## config.mk

```make
export PLATFORM = sky130hd
export DESIGN_NAME = up_down_counter
export DESIGN_NICKNAME = d
export VERILOG_FILES = /design/src/rtl/up_down_counter_pkg.sv /design/src/rtl/up_down_counter_next.sv /design/src/rtl/up_down_counter.sv
export SDC_FILE = /design/constraint.sdc
export NUM_CORES = 1
export LEC_CHECK = 0
export BUFFER_PORTS_ARGS = -buffer_cell sky130_fd_sc_hd__buf_2
export CAP_MARGIN = 40
export CORE_AREA = 2 2 39 41
export DETAILED_ROUTE_END_ITERATION = 12
export DIE_AREA = 0 0 41 43
export GPL_TIMING_DRIVEN = 0
export SYNTH_ARGS = -nofsm -noshare
export SYNTH_HDL_FRONTEND = slang
export SYNTH_SLANG_ARGS = --single-unit
```

## constraint.sdc

```tcl
create_clock -name clk -period 1.45 [get_ports clk]
set_clock_uncertainty 0.2 [all_clocks]
set_input_delay 0.0725 -clock clk [delete_from_list [all_inputs] [get_ports clk]]
set_output_delay 0.0725 -clock clk [all_outputs]
set_load 0.05 [all_outputs]
```

## src/rtl/up_down_counter_pkg.sv

```systemverilog
// -----------------------------------------------------------------------------
// up_down_counter_pkg
// Shared types for the parametrised up/down counter.
//   dir_e      : count direction, bit-compatible with the up_down input
//   cnt_op_e   : result of the per-edge priority decode (clear > load > step)
// Optional build macro (used by importers): UPDN_COUNTER_SATURATE_EN
// -----------------------------------------------------------------------------
package up_down_counter_pkg;

  typedef enum logic {
    DIR_DOWN = 1'b0,
    DIR_UP   = 1'b1
  } dir_e;

  typedef enum logic [1:0] {
    OP_HOLD,
    OP_STEP,
    OP_LOAD,
    OP_CLEAR
  } cnt_op_e;

endpackage : up_down_counter_pkg

```

## src/rtl/up_down_counter_next.sv

```systemverilog
// -----------------------------------------------------------------------------
// up_down_counter_next
// Purely combinational next-count generator for up_down_counter.
// Ports:
//   count_i    : current registered count
//   load_val_i : parallel load value (clamped to MAX_VAL)
//   op_i       : decoded operation for this edge
//   dir_i      : step direction
//   count_o    : count value to register on the next edge
//   wrap_up_o  : up-count boundary event (wrap, or blocked step when saturating)
//   wrap_dn_o  : down-count boundary event (wrap, or blocked step when saturating)
// Build macro: UPDN_COUNTER_SATURATE_EN selects saturation at the boundaries
// instead of wrap-around. Boundary events are flagged in both modes.
// -----------------------------------------------------------------------------
module up_down_counter_next
  import up_down_counter_pkg::*;
#(
  parameter int WIDTH   = 3,
  parameter int MAX_VAL = (1 << WIDTH) - 1
) (
  input  logic [WIDTH-1:0] count_i,
  input  logic [WIDTH-1:0] load_val_i,
  input  cnt_op_e          op_i,
  input  dir_e             dir_i,
  output logic [WIDTH-1:0] count_o,
  output logic             wrap_up_o,
  output logic             wrap_dn_o
);

  // Math is done one bit wider so that +1 at the all-ones value never wraps
  // silently; the only legal wrap points are MAX_VAL and zero.
  localparam logic [WIDTH:0] MaxExt = (WIDTH + 1)'(MAX_VAL);

  logic [WIDTH:0] countExt;
  logic [WIDTH:0] loadExt;
  logic [WIDTH:0] nextExt;

  assign countExt = {1'b0, count_i};
  assign loadExt  = {1'b0, load_val_i};

  // Select the next count from the decoded operation. Boundary events are
  // raised only for an actual step at a boundary, so clear/load never pulse.
  always_comb begin
    nextExt   = countExt;
    wrap_up_o = 1'b0;
    wrap_dn_o = 1'b0;
    unique case (op_i)
      OP_CLEAR: nextExt = '0;
      OP_LOAD:  nextExt = (loadExt > MaxExt) ? MaxExt : loadExt;
      OP_STEP: begin
        if (dir_i == DIR_UP) begin
          if (countExt == MaxExt) begin
`ifdef UPDN_COUNTER_SATURATE_EN
            nextExt = MaxExt;
`else
            nextExt = '0;
`endif
            wrap_up_o = 1'b1;
          end else begin
            nextExt = countExt + 1'b1;
          end
        end else begin
          if (countExt == '0) begin
`ifdef UPDN_COUNTER_SATURATE_EN
            nextExt = '0;
`else
            nextExt = MaxExt;
`endif
            wrap_dn_o = 1'b1;
          end else begin
            nextExt = countExt - 1'b1;
          end
        end
      end
      default: nextExt = countExt;
    endcase
  end

  assign count_o = nextExt[WIDTH-1:0];

endmodule : up_down_counter_next

```

## src/rtl/up_down_counter.sv

```systemverilog
// -----------------------------------------------------------------------------
// up_down_counter
// Parametrised modulo-(MAX_VAL+1) up/down counter with enable, synchronous
// clear, clamped parallel load, registered boundary flags and one-cycle wrap
// event pulses.
// Ports:
//   clk      : rising-edge clock
//   reset    : asynchronous active-high reset (count <= RESET_VAL)
//   en       : count enable
//   up_down  : 1 = count up, 0 = count down
//   clear    : synchronous clear to 0 (highest priority)
//   load     : synchronous load of min(load_val, MAX_VAL)
//   load_val : value to load
//   count    : registered count
//   at_max   : count == MAX_VAL
//   at_min   : count == 0
//   wrap_up  : registered up-boundary event pulse
//   wrap_dn  : registered down-boundary event pulse
// Build macro: UPDN_COUNTER_SATURATE_EN (saturate instead of wrap).
// -----------------------------------------------------------------------------
module up_down_counter
  import up_down_counter_pkg::*;
#(
  parameter int WIDTH     = 3,
  parameter int MAX_VAL   = (1 << WIDTH) - 1,
  parameter int RESET_VAL = 0
) (
  input  logic             clk,
  input  logic             reset,
  input  logic             en,
  input  logic             up_down,
  input  logic             clear,
  input  logic             load,
  input  logic [WIDTH-1:0] load_val,
  output logic [WIDTH-1:0] count,
  output logic             at_max,
  output logic             at_min,
  output logic             wrap_up,
  output logic             wrap_dn
);

  localparam logic [WIDTH-1:0] MaxCount   = WIDTH'(MAX_VAL);
  localparam logic [WIDTH-1:0] ResetCount = WIDTH'(RESET_VAL);

  cnt_op_e          opSel;
  dir_e             dirSel;
  logic [WIDTH-1:0] count_q, count_d;
  logic             wrapUp_q, wrapUp_d;
  logic             wrapDn_q, wrapDn_d;

  // Priority decode of the control inputs: clear beats load, load beats a
  // step, and a step needs en. Anything else holds the count.
  always_comb begin
    opSel = OP_HOLD;
    if (clear) begin
      opSel = OP_CLEAR;
    end else if (load) begin
      opSel = OP_LOAD;
    end else if (en) begin
      opSel = OP_STEP;
    end
  end

  assign dirSel = dir_e'(up_down);

  up_down_counter_next #(
    .WIDTH   (WIDTH),
    .MAX_VAL (MAX_VAL)
  ) u_next (
    .count_i    (count_q),
    .load_val_i (load_val),
    .op_i       (opSel),
    .dir_i      (dirSel),
    .count_o    (count_d),
    .wrap_up_o  (wrapUp_d),
    .wrap_dn_o  (wrapDn_d)
  );

  // Count and event registers. The event bits are registered alongside the
  // count so a pulse lines up with the cycle that shows the wrapped value;
  // reset drops any pulse that was about to be seen.
  always_ff @(posedge clk or posedge reset) begin
    if (reset) begin
      count_q  <= ResetCount;
      wrapUp_q <= 1'b0;
      wrapDn_q <= 1'b0;
    end else begin
      count_q  <= count_d;
      wrapUp_q <= wrapUp_d;
      wrapDn_q <= wrapDn_d;
    end
  end

  // Flags are decoded from the register only, keeping inputs off the
  // output timing path.
  assign count   = count_q;
  assign at_max  = (count_q == MaxCount);
  assign at_min  = (count_q == '0);
  assign wrap_up = wrapUp_q;
  assign wrap_dn = wrapDn_q;

endmodule : up_down_counter

```

Word level (Yosys, flattened, before mapping)
Cells that the tools add are included.
W data, S select, Z words.
Cells by class
  reductions and logical operators: 3
  order comparisons: 1
  mux-type cells: 14
  eq/ne operators: 4
  add/sub/neg operators: 2
Operators by type and width (number)
  $mux W3: 4
  $pmux W3 S3: 1
  $mux W1: 7
  $eq A2 B2 Y1 const B: 2
  $logic_not A4 Y1: 1
  $mux W2: 2
  $add A3 B1 Y3 const B: 1
  $eq A3 B3 Y1 const B: 1
  $gt A3 B3 Y1 const B: 1
  $logic_not A3 Y1: 1
  $reduce_bool A3 Y1: 1
  $sub A3 B1 Y3 const B: 1
  $eq A2 B1 Y1 const B: 1
Storage, ports and cells
  bits of input ports: 9
  bits in registers: 5
  output and inout bits: 7
  word-level logic and storage cells: 27

Longest topological paths before layout
Gate-level depths: netlist (run 1).
  word-level depth: 5
  mapped depth: 7
  mapped depth without buffers: 7

By module
A second synthesis (run 1) with hierarchy kept.
Unflattened totals
  cell total of the unflattened synthesis: 36
  area total of the unflattened synthesis: 340.3 um^2
Modules (own cells, without submodules)
  up_down_counter_next: cells an instance 25, times used 1, sequential area each 0.0 um^2, area each 182.7 um^2
  up_down_counter: cells an instance 11, times used 1, sequential area each 125.1 um^2, area each 157.7 um^2

Least setup slack after synthesis (run 1)
No wires, ideal clock.
  path type: reg2reg
  from: register count_q[0], in the netlist count[0]
  to: register count_q[1], in the netlist count[1]
  arrival: 1.976 ns
  required time: 1.154 ns
  clock period less this slack: 2.272 ns
  cell stages (with the launch flop): 6
  setup time: 0.096 ns
  buffers on the path: 0
  path slack: -0.822 ns
  cell sequence: dfrtp_1 > inv_1 > ha_1 > nor2b_1 > nor3b_1 > o31ai_1
Between the ends
  longest elaborated chain between the ends: 4
  elaborated cells on any way between the ends: 8
  classes of those cells: add/sub: 2; eq/ne: 1; mux: 4; reduce/logical: 1
Ends and longest elaborated chain
  start, declared: line up_down_counter.sv:47  | logic [WIDTH-1:0] count_q, count_d;
  start signal, assigned: line up_down_counter.sv:84  | count_q <= ResetCount;
  start signal, assigned: line up_down_counter.sv:88  | count_q <= count_d;
  $sub A3 B1 Y3 (tied with other cells): line up_down_counter_next.sv:71  | nextExt = countExt - 1'b1;
  $mux W3, on equally long branches: line up_down_counter_next.sv:63, up_down_counter_next.sv:52
  $mux W3 *: line up_down_counter_next.sv:51  | if (dir_i == DIR_UP) begin
  $pmux W3 S3 *: line up_down_counter_next.sv:47  | unique case (op_i)
Mark *: on every way between the ends. The rest lies on a longest branch, timed or not.
A chain may end at the register's enable or synchronous reset.

Worst setup path after layout (run 1)
  from: register count_q[0], in the netlist count[0]
  to: output at_min
Between the ends
  longest elaborated chain between the ends: 1
Ends and longest elaborated chain
  $logic_not A3 Y1: line up_down_counter.sv:98  | assign at_min = (count_q == '0);
  end, declared: line up_down_counter.sv:37  | output logic at_min,
No other way between the ends.

==> results of run 1 <==
-- cell usage after synthesis (2+ instances only) --
| cell type | n | area [µm²] |
|---|---|---|
| dfrtp_1 | 5 | 125 |
| nand3_1 | 2 | 10.0 |
| ha_1 | 7 | 87.6 |
| nor2b_1 | 2 | 12.5 |
| and4bb_1 | 2 | 25.0 |
| inv_1 | 6 | 22.5 |
| a21oi_1 | 4 | 20.0 |
| nand2_1 | 3 | 11.3 |
-- logic make-up (layout without fill, tap and decap cells) --
kind of cell,after synthesis,after routing,synth area share
flops,5,5,0.323
buf+inv,6,32,0.0581
simple gates,16,16,0.274
compound gates,8,8,0.119
fa+ha+maj,7,7,0.226
-- layout make-up --
cell class,count,area (µm²),area share
well taps,16,20.0,0.0307
clock buffers,4,26.3,0.0402
inverters,6,22.5,0.0345
multi-input cells,31,305,0.467
repair buffers,22,150,0.230
flip-flops and latches,5,129,0.197
-- critical path: stages (launching register included) --
cell     delay (ns)
dfrtp_2        0.44
inv_2          0.09
ha_4           0.14
nor2b_4        0.14
buf_6          0.16
-- sequential cells by signal, summed over array words and instances, names as in the netlist --
name	count
wrap_dn	1
count	3
wrap_up	1
-- worst max path at each step --
stage | startpoint | end | slack [ns] | depth (start not counted)
after global routing | count[0] | at_min | -0.07 | 4
after detailed placement | load | count[1] | -0.16 | 6
after global placement | load | count[1] | -0.15 | 6
final | count[0] | at_min | -0.03 | 4
after floorplan | count[0] | count[1] | -0.20 | 5
after CTS | count[0] | at_min | -0.05 | 4
-- routing by layer --
| metal | part of all wire | wire, µm | track usage | up-vias |
|---|---|---|---|---|
| li1 | - | - | - | 200 |
| met1 | 0.38 | 346 | 0.134 | 180 |
| met2 | 0.56 | 499 | 0.209 | 11 |
| met5 | 0 | 0 | 0 | - |
| met4 | 0 | 0 | 0.0800 | 0 |
| met3 | 0.059 | 53 | 0.0209 | 0 |
-- power by group through the flow --
stage / Clock (W) / Sequential (W) / Combinational (W)
floorplan: 0 / 0.000191 / 0.0000905
global placement: 0 / 0.000166 / 0.000155
detailed placement: 0 / 0.000167 / 0.000158
CTS: 0.000167 / 0.000165 / 0.000192
global route: 0.000172 / 0.000166 / 0.000211
finish: 0.000157 / 0.000165 / 0.000192
-- timing repair --
item,in CTS,in global routing
cloned,0,0
endpoints found under the hold margin,8,0
hold buffers,4,0
buffers inserted,2,1
resized for setup,8,1
pin swaps,4,3
endpoints found under the setup margin,4,5
-- metrics by stage --
step / cell area, µm² / util / setup TNS, ns
2_1_floorplan: 432 / - / -0.516
3_3_place_gp: 527 / 0.381 / -0.266
3_5_place_dp: 527 / 0.381 / -0.299
4_1_cts: 643 / 0.465 / -0.0933
5_1_grt: 653 / 0.472 / -0.230
6_report: 653 / 0.472 / -0.0640
==> flow_summary_export.csv, run 1 <==
group,metric,value,unit
synth,synth-async-reset-ratio,1.00,
floorplan,die_h,43,µm
timing,setup_viol,3,
worst_setup_path,worstSetupPathType,"flip-flop to output port",
synth,syn-num-nets,58,
synth,ys.flop_type,"dfrtp_1",
clocking,ctsHtreeMaxLevel,1,
clocking,worstSkewPairLatency,0.24,ns
floorplan,core_area,1380,µm²
worst_hold_path,hp-start,"load_val[1]",
detailed_routing,drt-pass1-iter-count,4,
timing,worst_pin_slew,0.250,ns
placed_design,numPortBuffers,15,
global_routing,antenna_found_initial,0,
worst_hold_path,hold_depth,4,
synth,synth_cell_types,19,
global_routing,grt_remaining_overflow,0,
final_layout,fill_cells,139,
timing,setup_ws,-0.0296,ns
synth,yosysWarnings,0,
timing,rsz0062_at_grt,"true",
final_layout,final_cells,84,
power,p_switching,0.000175,W
worst_hold_path,holdPathEnd,"count[1]",
worst_setup_path,timing.rr.start,"count[1]",
detailed_routing,avgViaCountPerCell,4.65,
run_status,status,"finished, violations left",
final_layout,layout_commonest_cell,"buf_2",
power,total_power,0.000514,W
synth,syn_inst,42,
floorplan,fp.dieW,41,µm
placed_design,place_ws,-0.161,ns
run,drv_cap,0,
detailed_routing,via_count,391,
worst_setup_path,critPathCaptureType,"output port",
final_layout,nNetsFinal,85,
power,clockPowerShare,0.306,
power,max-vdd-ir-drop,276,µV
floorplan,start_util,0.280,
placed_design,gp_congestion,0.682,
floorplan,dieArea,1760,µm²
power,total_leakage_power,0.322,nW
power,netSwitchingFraction,0.342,
worst_hold_path,worstHoldPathType,"input port to flip-flop",
worst_setup_path,path_max_fanout,3,
final_layout,antenna_cells,0,
power,p_int,0.000338,W
worst_setup_path,rrSetupSlack,-0.02,ns
final_layout,drive_above_1_share,0.544,
global_routing,grt_pass1_wl,1.48,mm
detailed_routing,drc_errors,0,
clocking,root_buffer,"clkbuf_4",
synth,syn_area,388,µm²
detailed_routing,wire_per_inst,10.7,µm
synth,syn_avg_cell_area,9.24,µm²
floorplan,io_pins,16,
worst_setup_path,r2r-end,"count[2]",
detailed_routing,drt_wl_total,899,µm
worst_setup_path,start_kind,"flip-flop",
floorplan,rows,14,
timing,slew_headroom,0.833,
power,combPwrFrac,0.373,
final_layout,layout_common_cells,"buf_2, a21oi_1, inv_1, dlygate4sd3_1",
timing,min_period_over_period,1.02,
synth,synth-seq-cells,5,
timing,whs,0.0399,ns
global_routing,grtUsageTotal,0.125,
worst_setup_path,arrival,1.21,ns
timing,fmax,676,MHz
run_status,violations,"negative setup slack",
placed_design,dp.cells,73,
synth,synth_seq_area_share,0.323,
worst_setup_path,cp.required,1.18,ns
clocking,cts.clk_slew.worst_paths,0.04,ns
timing,slew_viol_final,0,
global_routing,grt_max_degree,8,
timing,hold_violations,0,
detailed_routing,drt.antenna.violating_nets,0,
final_layout,syn_to_final_growth,68.4,%
clocking,cts_sinks,5,
power,seq_power_share,0.320,
worst_setup_path,worst_r2r_path_depth,5,
clocking,cts_tree,"yes",
timing,layout_min_cycle_time,1.48,ns
clocking,cts_made_buffers,3,
power,powerDensity,787,nW/µm²
global_routing,grt_pass1_vias,370,
synth,synth-edff-count,0,
detailed_routing,drt-initial-drc-count,4,
clocking,cts_buffer_depth,2,
(Power assumes the default switching activity.)
==> run 2: changes to the inputs <==
--- a/config.mk
+++ b/config.mk
@@ -7,10 +7,15 @@
 export LEC_CHECK = 0
 export BUFFER_PORTS_ARGS = -buffer_cell sky130_fd_sc_hd__buf_2
 export CAP_MARGIN = 40
-export CORE_AREA = 2 2 39 41
+export CELL_PAD_IN_SITES_DETAIL_PLACEMENT = 1
+export CELL_PAD_IN_SITES_GLOBAL_PLACEMENT = 2
+export CORE_MARGIN = 2
+export CORE_UTILIZATION = 22
 export DETAILED_ROUTE_END_ITERATION = 12
-export DIE_AREA = 0 0 41 43
+export GPL_ROUTABILITY_DRIVEN = 0
 export GPL_TIMING_DRIVEN = 0
+export PLACE_DENSITY_LB_ADDON = 0.1
+export REMOVE_ABC_BUFFERS = 1
 export SYNTH_ARGS = -nofsm -noshare
 export SYNTH_HDL_FRONTEND = slang
 export SYNTH_SLANG_ARGS = --single-unit
==> run 2 against run 1 <==
The flow still finishes with violations (negative setup slack). Combinational power grew 2%. Register-to-register slack is essentially flat. Hold slack is essentially flat. First-iteration DRC count shrank 50%. Sequential share of layout area shrank 0.082 points. Largest cell class unchanged.
==> flow_summary_export.csv, run 2 (same netlist as run 1, synthesis figures left out) <==
group,metric,value,unit
run_status,status,"finished, violations left",
run_status,violations,"negative setup slack",
floorplan,io_pins,16,
timing,fmax,669,MHz
placed_design,numPortBuffers,15,
detailed_routing,drt_wl_total,1.05,mm
global_routing,grt_max_degree,8,
timing,hold_violations,0,
final_layout,syn_to_final_growth,65.8,%
power,max-vdd-ir-drop,273,µV
clocking,root_buffer,"clkbuf_4",
floorplan,core_area,1690,µm²
worst_setup_path,worstSetupPathType,"flip-flop to output port",
timing,final.setup.tns,-0.0692,ns
clocking,cts_sinks,5,
run,drv_cap,0,
timing,layout_min_cycle_time,1.50,ns
detailed_routing,via_count,392,
timing,setup_ws,-0.0455,ns
timing,setup_viol,3,
worst_setup_path,start_kind,"flip-flop",
clocking,cts.clk_slew.worst_paths,0.04,ns
clocking,cts_made_buffers,3,
detailed_routing,drt.antenna.violating_nets,0,
floorplan,die_h,46.0,µm
clocking,cts_tree,"yes",
timing,slew_viol_final,0,
global_routing,antenna_found_initial,0,
global_routing,grt_remaining_overflow,0,
final_layout,drive_above_1_share,0.507,
clocking,worstSkewPairLatency,0.23,ns
worst_setup_path,cp.required,1.18,ns
detailed_routing,drt-initial-drc-count,2,
global_routing,grtUsageTotal,0.115,
timing,slew_headroom,0.790,
detailed_routing,avgViaCountPerCell,4.67,
clocking,cts_buffer_depth,2,
power,powerDensity,793,nW/µm²
placed_design,post-dp-hpwl,793,µm
worst_setup_path,critPathCaptureType,"output port",
timing,min_period_over_period,1.03,
detailed_routing,drt-pass1-iter-count,3,
worst_hold_path,worstHoldPathType,"input port to flip-flop",
global_routing,grt_pass1_wl,1.67,mm
detailed_routing,drc_errors,0,
worst_setup_path,path_max_fanout,4,
timing,rsz0062_at_grt,"true",
worst_setup_path,arrival,1.22,ns
final_layout,antenna_cells,0,
final_layout,layout_commonest_cell,"buf_2",
final_layout,nNetsFinal,84,
detailed_routing,wire_per_inst,12.5,µm
final_layout,largest_reg_flops,3,
final_layout,regMostFlops,"count",
floorplan,fp.dieW,46.0,µm
timing,whs,0.0399,ns
floorplan,dieArea,2120,µm²
timing,worst_pin_slew,0.315,ns
final_layout,layout_common_cells,"buf_2, inv_1, dfrtp_1, dlygate4sd3_1",
power,total_leakage_power,0.322,nW
clocking,ctsHtreeMaxLevel,1,
floorplan,rows,15,
floorplan,start_util,0.230,
global_routing,grt_pass1_vias,405,
run 2: changes by cell type in the layout (fill, tap and decap cells not counted), sizes merged:
cell,change
buf,-1
run 2: worst paths after layout:
check / startpoint / end / slack (ns) / cells past startpoint
worst max-delay path: count[0] / at_min / -0.05 / 4
worst min-delay path: load_val[1] / count[1] / 0.04 / 4
worst max register to register: count[1] / count[2] / -0.02 / 5
worst min register to register: count[0] / count[0] / 0.46 / 2
max in group asynchronous: reset / count[0] / 0.79 / 3
min in group asynchronous: reset / count[1] / 0.08 / 3
run 2: per-layer routing:
metal / wire length (µm) / track usage / up-vias
met2: 545 / 0.203 / 12
met3: 47 / 0.0119 / 0
met5: 0 / 0 / -
li1: - / - / 199
met1: 455 / 0.130 / 181
met4: 0 / 0.0686 / 0
run 2: power breakdown:
part	switching, W	total [W]	internal, W
Clock	0.0000490	0.000152	0.000104
Sequential	0.0000129	0.000161	0.000149
Combinational	0.000111	0.000196	0.0000852
run 2: timing repair:
action,in CTS,in global routing
gates resized for setup,18,3
pin swaps,3,2
hold buffers,4,0
buffers inserted,1,1
hold endpoints to repair,8,0
setup endpoints to repair,5,5
run 2: stage by stage:
stage                      util  setup WS, ns  std cells  total power, W  cell area [µm²]
after detailed placement  0.287        -0.191         74        0.000307              484
after global placement    0.287        -0.197         74        0.000306              484
after CTS                 0.369       -0.0529         83        0.000508              623
final                     0.381       -0.0455         84        0.000510              643
after global routing      0.381        -0.117         84        0.000546              643
after floorplan               -        -0.822         42        0.000263              388
run 2: critical path, cell delays in order (launching register included):
cell	delay, ns
dfrtp_2	0.43
inv_2	0.10
ha_4	0.14
nor2b_4	0.17
buf_8	0.16
run 2: layout make-up:
type                    count  area, µm²
clock buffers               4       26.3
well taps                  17       21.3
repair buffers             21        150
fillers                   212       1050
inverters                   6       22.5
flip-flops and latches      5        126
multi-input cells          31        297
==> run 3: changes to the inputs <==
--- a/config.mk
+++ b/config.mk
@@ -16,6 +16,7 @@
 export GPL_TIMING_DRIVEN = 0
 export PLACE_DENSITY_LB_ADDON = 0.1
 export REMOVE_ABC_BUFFERS = 1
+export SKIP_CTS_REPAIR_TIMING = 1
 export SYNTH_ARGS = -nofsm -noshare
 export SYNTH_HDL_FRONTEND = slang
 export SYNTH_SLANG_ARGS = --single-unit
==> run 3 against run 2 <==
The flow finishes with violations (negative hold slack, negative setup slack). Final area up 0.19%. Register-to-register slack worse by 0.02 ns. First-iteration DRC count unchanged. Critical endpoint unchanged.
==> flow_summary_export.csv, run 3 (same netlist as run 1, synthesis figures left out) <==
group,metric,value,unit
run_status,status,"finished, violations left",
run_status,violations,"negative hold slack, negative setup slack",
power,netSwitchingFraction,0.342,
final_layout,layout_common_cells,"buf_2, inv_1",
placed_design,numPortBuffers,15,
global_routing,grt_remaining_overflow,0,
timing,rsz0062_at_grt,"true",
timing,slew_viol_final,0,
final_layout,layout_commonest_cell,"buf_2",
timing,worst_pin_slew,0.315,ns
clocking,ctsHtreeMaxLevel,1,
worst_setup_path,r2r-end,"count[2]",
worst_setup_path,start_kind,"flip-flop",
power,max-vdd-ir-drop,272,µV
worst_setup_path,cp.required,1.18,ns
global_routing,top_usage_layer,"met2",
power,p_int,0.000335,W
global_routing,antenna_found_initial,0,
final_layout,syn_to_final_growth,66.1,%
detailed_routing,drt-initial-drc-count,2,
timing,min_period_over_period,1.04,
global_routing,grt_max_degree,8,
worst_setup_path,worst_r2r_path_depth,5,
worst_setup_path,timing.rr.start,"count[0]",
detailed_routing,drt_wl_total,1.01,mm
detailed_routing,drt.antenna.violating_nets,0,
worst_setup_path,path_max_fanout,4,
floorplan,rows,15,
clocking,cts_sinks,5,
final_layout,drive_above_1_share,0.561,
timing,fmax,662,MHz
global_routing,grtUsageTotal,0.104,
global_routing,use_met2,0.175,
floorplan,dieArea,2120,µm²
final_layout,largest_reg_flops,3,
floorplan,fp.dieW,46.0,µm
worst_hold_path,worstHoldPathType,"input port to flip-flop",
detailed_routing,via_count,397,
worst_setup_path,startpoint,"count[0]",
clocking,cts_made_buffers,3,
clocking,root_buffer,"clkbuf_4",
clocking,cts.clk_slew.worst_paths,0.04,ns
power,seq_power_share,0.323,
clocking,worstSkewPairLatency,0.23,ns
worst_setup_path,worstSetupPathType,"flip-flop to output port",
global_routing,met1_usage,0.123,
worst_setup_path,arrival,1.24,ns
worst_setup_path,critPathCapture,"at_min",
clocking,cts_buffer_depth,2,
placed_design,place_ws,-0.191,ns
floorplan,die_h,46.0,µm
placed_design,post-dp-hpwl,793,µm
floorplan,start_util,0.230,
run,drv_cap,0,
power,powerDensity,792,nW/µm²
timing,whs,-0.0152,ns
detailed_routing,wire_per_inst,12.2,µm
timing,slew_headroom,0.790,
timing,setup_ws,-0.0605,ns
clocking,cts_tree,"yes",
worst_setup_path,rrSetupSlack,-0.04,ns
detailed_routing,drt-pass1-iter-count,2,
worst_setup_path,critPathCaptureType,"output port",
global_routing,grt_pass1_wl,1.52,mm
detailed_routing,avgViaCountPerCell,4.78,
global_routing,grt_pass1_vias,358,
floorplan,io_pins,16,
power,combPwrFrac,0.378,
final_layout,nNetsFinal,83,
power,total_leakage_power,0.319,nW
power,clockPowerShare,0.299,
floorplan,core_area,1690,µm²
detailed_routing,drc_errors,0,
final_layout,antenna_cells,0,
final_layout,regMostFlops,"count",
timing,setup_viol,2,
timing,layout_min_cycle_time,1.51,ns
power,p_switching,0.000175,W
global_routing,grtUsageMet3,0.0119,
timing,hold_violations,1,
[run 3: cell types whose count changed in the layout (fill, tap and decap cells not counted), sizes merged]
| cell | delta |
|---|---|
| buf | +1 |
| dlygate4sd3 | -2 |
[run 3: worst max-delay path, stage by stage (launching register included)]
cell and delay, ns:
dfrtp_2 0.45, inv_2 0.10, ha_4 0.13, nor2b_4 0.17, buf_8 0.16
[run 3: how the worst min path moves through the flow]
stage	from	end	cells after the start
2_1_floorplan	reset	count[0]	1
3_3_place_gp	reset	wrap_dn	2
3_5_place_dp	reset	wrap_dn	2
4_1_cts	reset	count[1]	2
5_1_grt	load_val[0]	count[0]	4
6_report	load_val[2]	count[2]	3
[run 3: stage by stage]
stage / instance area, µm² / cells / total power, W / setup TNS [ns] / util
final: 644 / 83 / 0.000510 / -0.101 / 0.381
after floorplan: 388 / 42 / 0.000263 / -2.83 / -
after global routing: 644 / 83 / 0.000545 / -0.322 / 0.381
after detailed placement: 484 / 74 / 0.000307 / -0.549 / 0.287
after CTS: 510 / 78 / 0.000468 / -0.938 / 0.302
after global placement: 484 / 74 / 0.000306 / -0.520 / 0.287
[run 3: final cells by class]
cell class / instances / area [µm²]
Clock buffer: 4 / 26.3
Timing Repair Buffer: 20 / 138
Inverter: 6 / 22.5
Fill cell: 208 / 1040
Sequential cell: 5 / 128
Multi-Input combinational cell: 31 / 309
Tap cell: 17 / 21.3
[run 3: layer usage]
layer / part of all wire / up-vias
li1: - / 197
met1: 0.43 / 188
met2: 0.52 / 12
met3: 0.045 / 0
met4: 0 / 0
met5: 0 / -
[run 3: power groups by stage]
| stage | combinational, W | sequential (W) | clock, W |
|---|---|---|---|
| after floorplan | 0.0000763 | 0.000186 | 0 |
| after global placement | 0.000144 | 0.000162 | 0 |
| after detailed placement | 0.000145 | 0.000162 | 0 |
| after CTS | 0.000146 | 0.000160 | 0.000162 |
| after global routing | 0.000209 | 0.000166 | 0.000170 |
| final | 0.000193 | 0.000165 | 0.000152 |
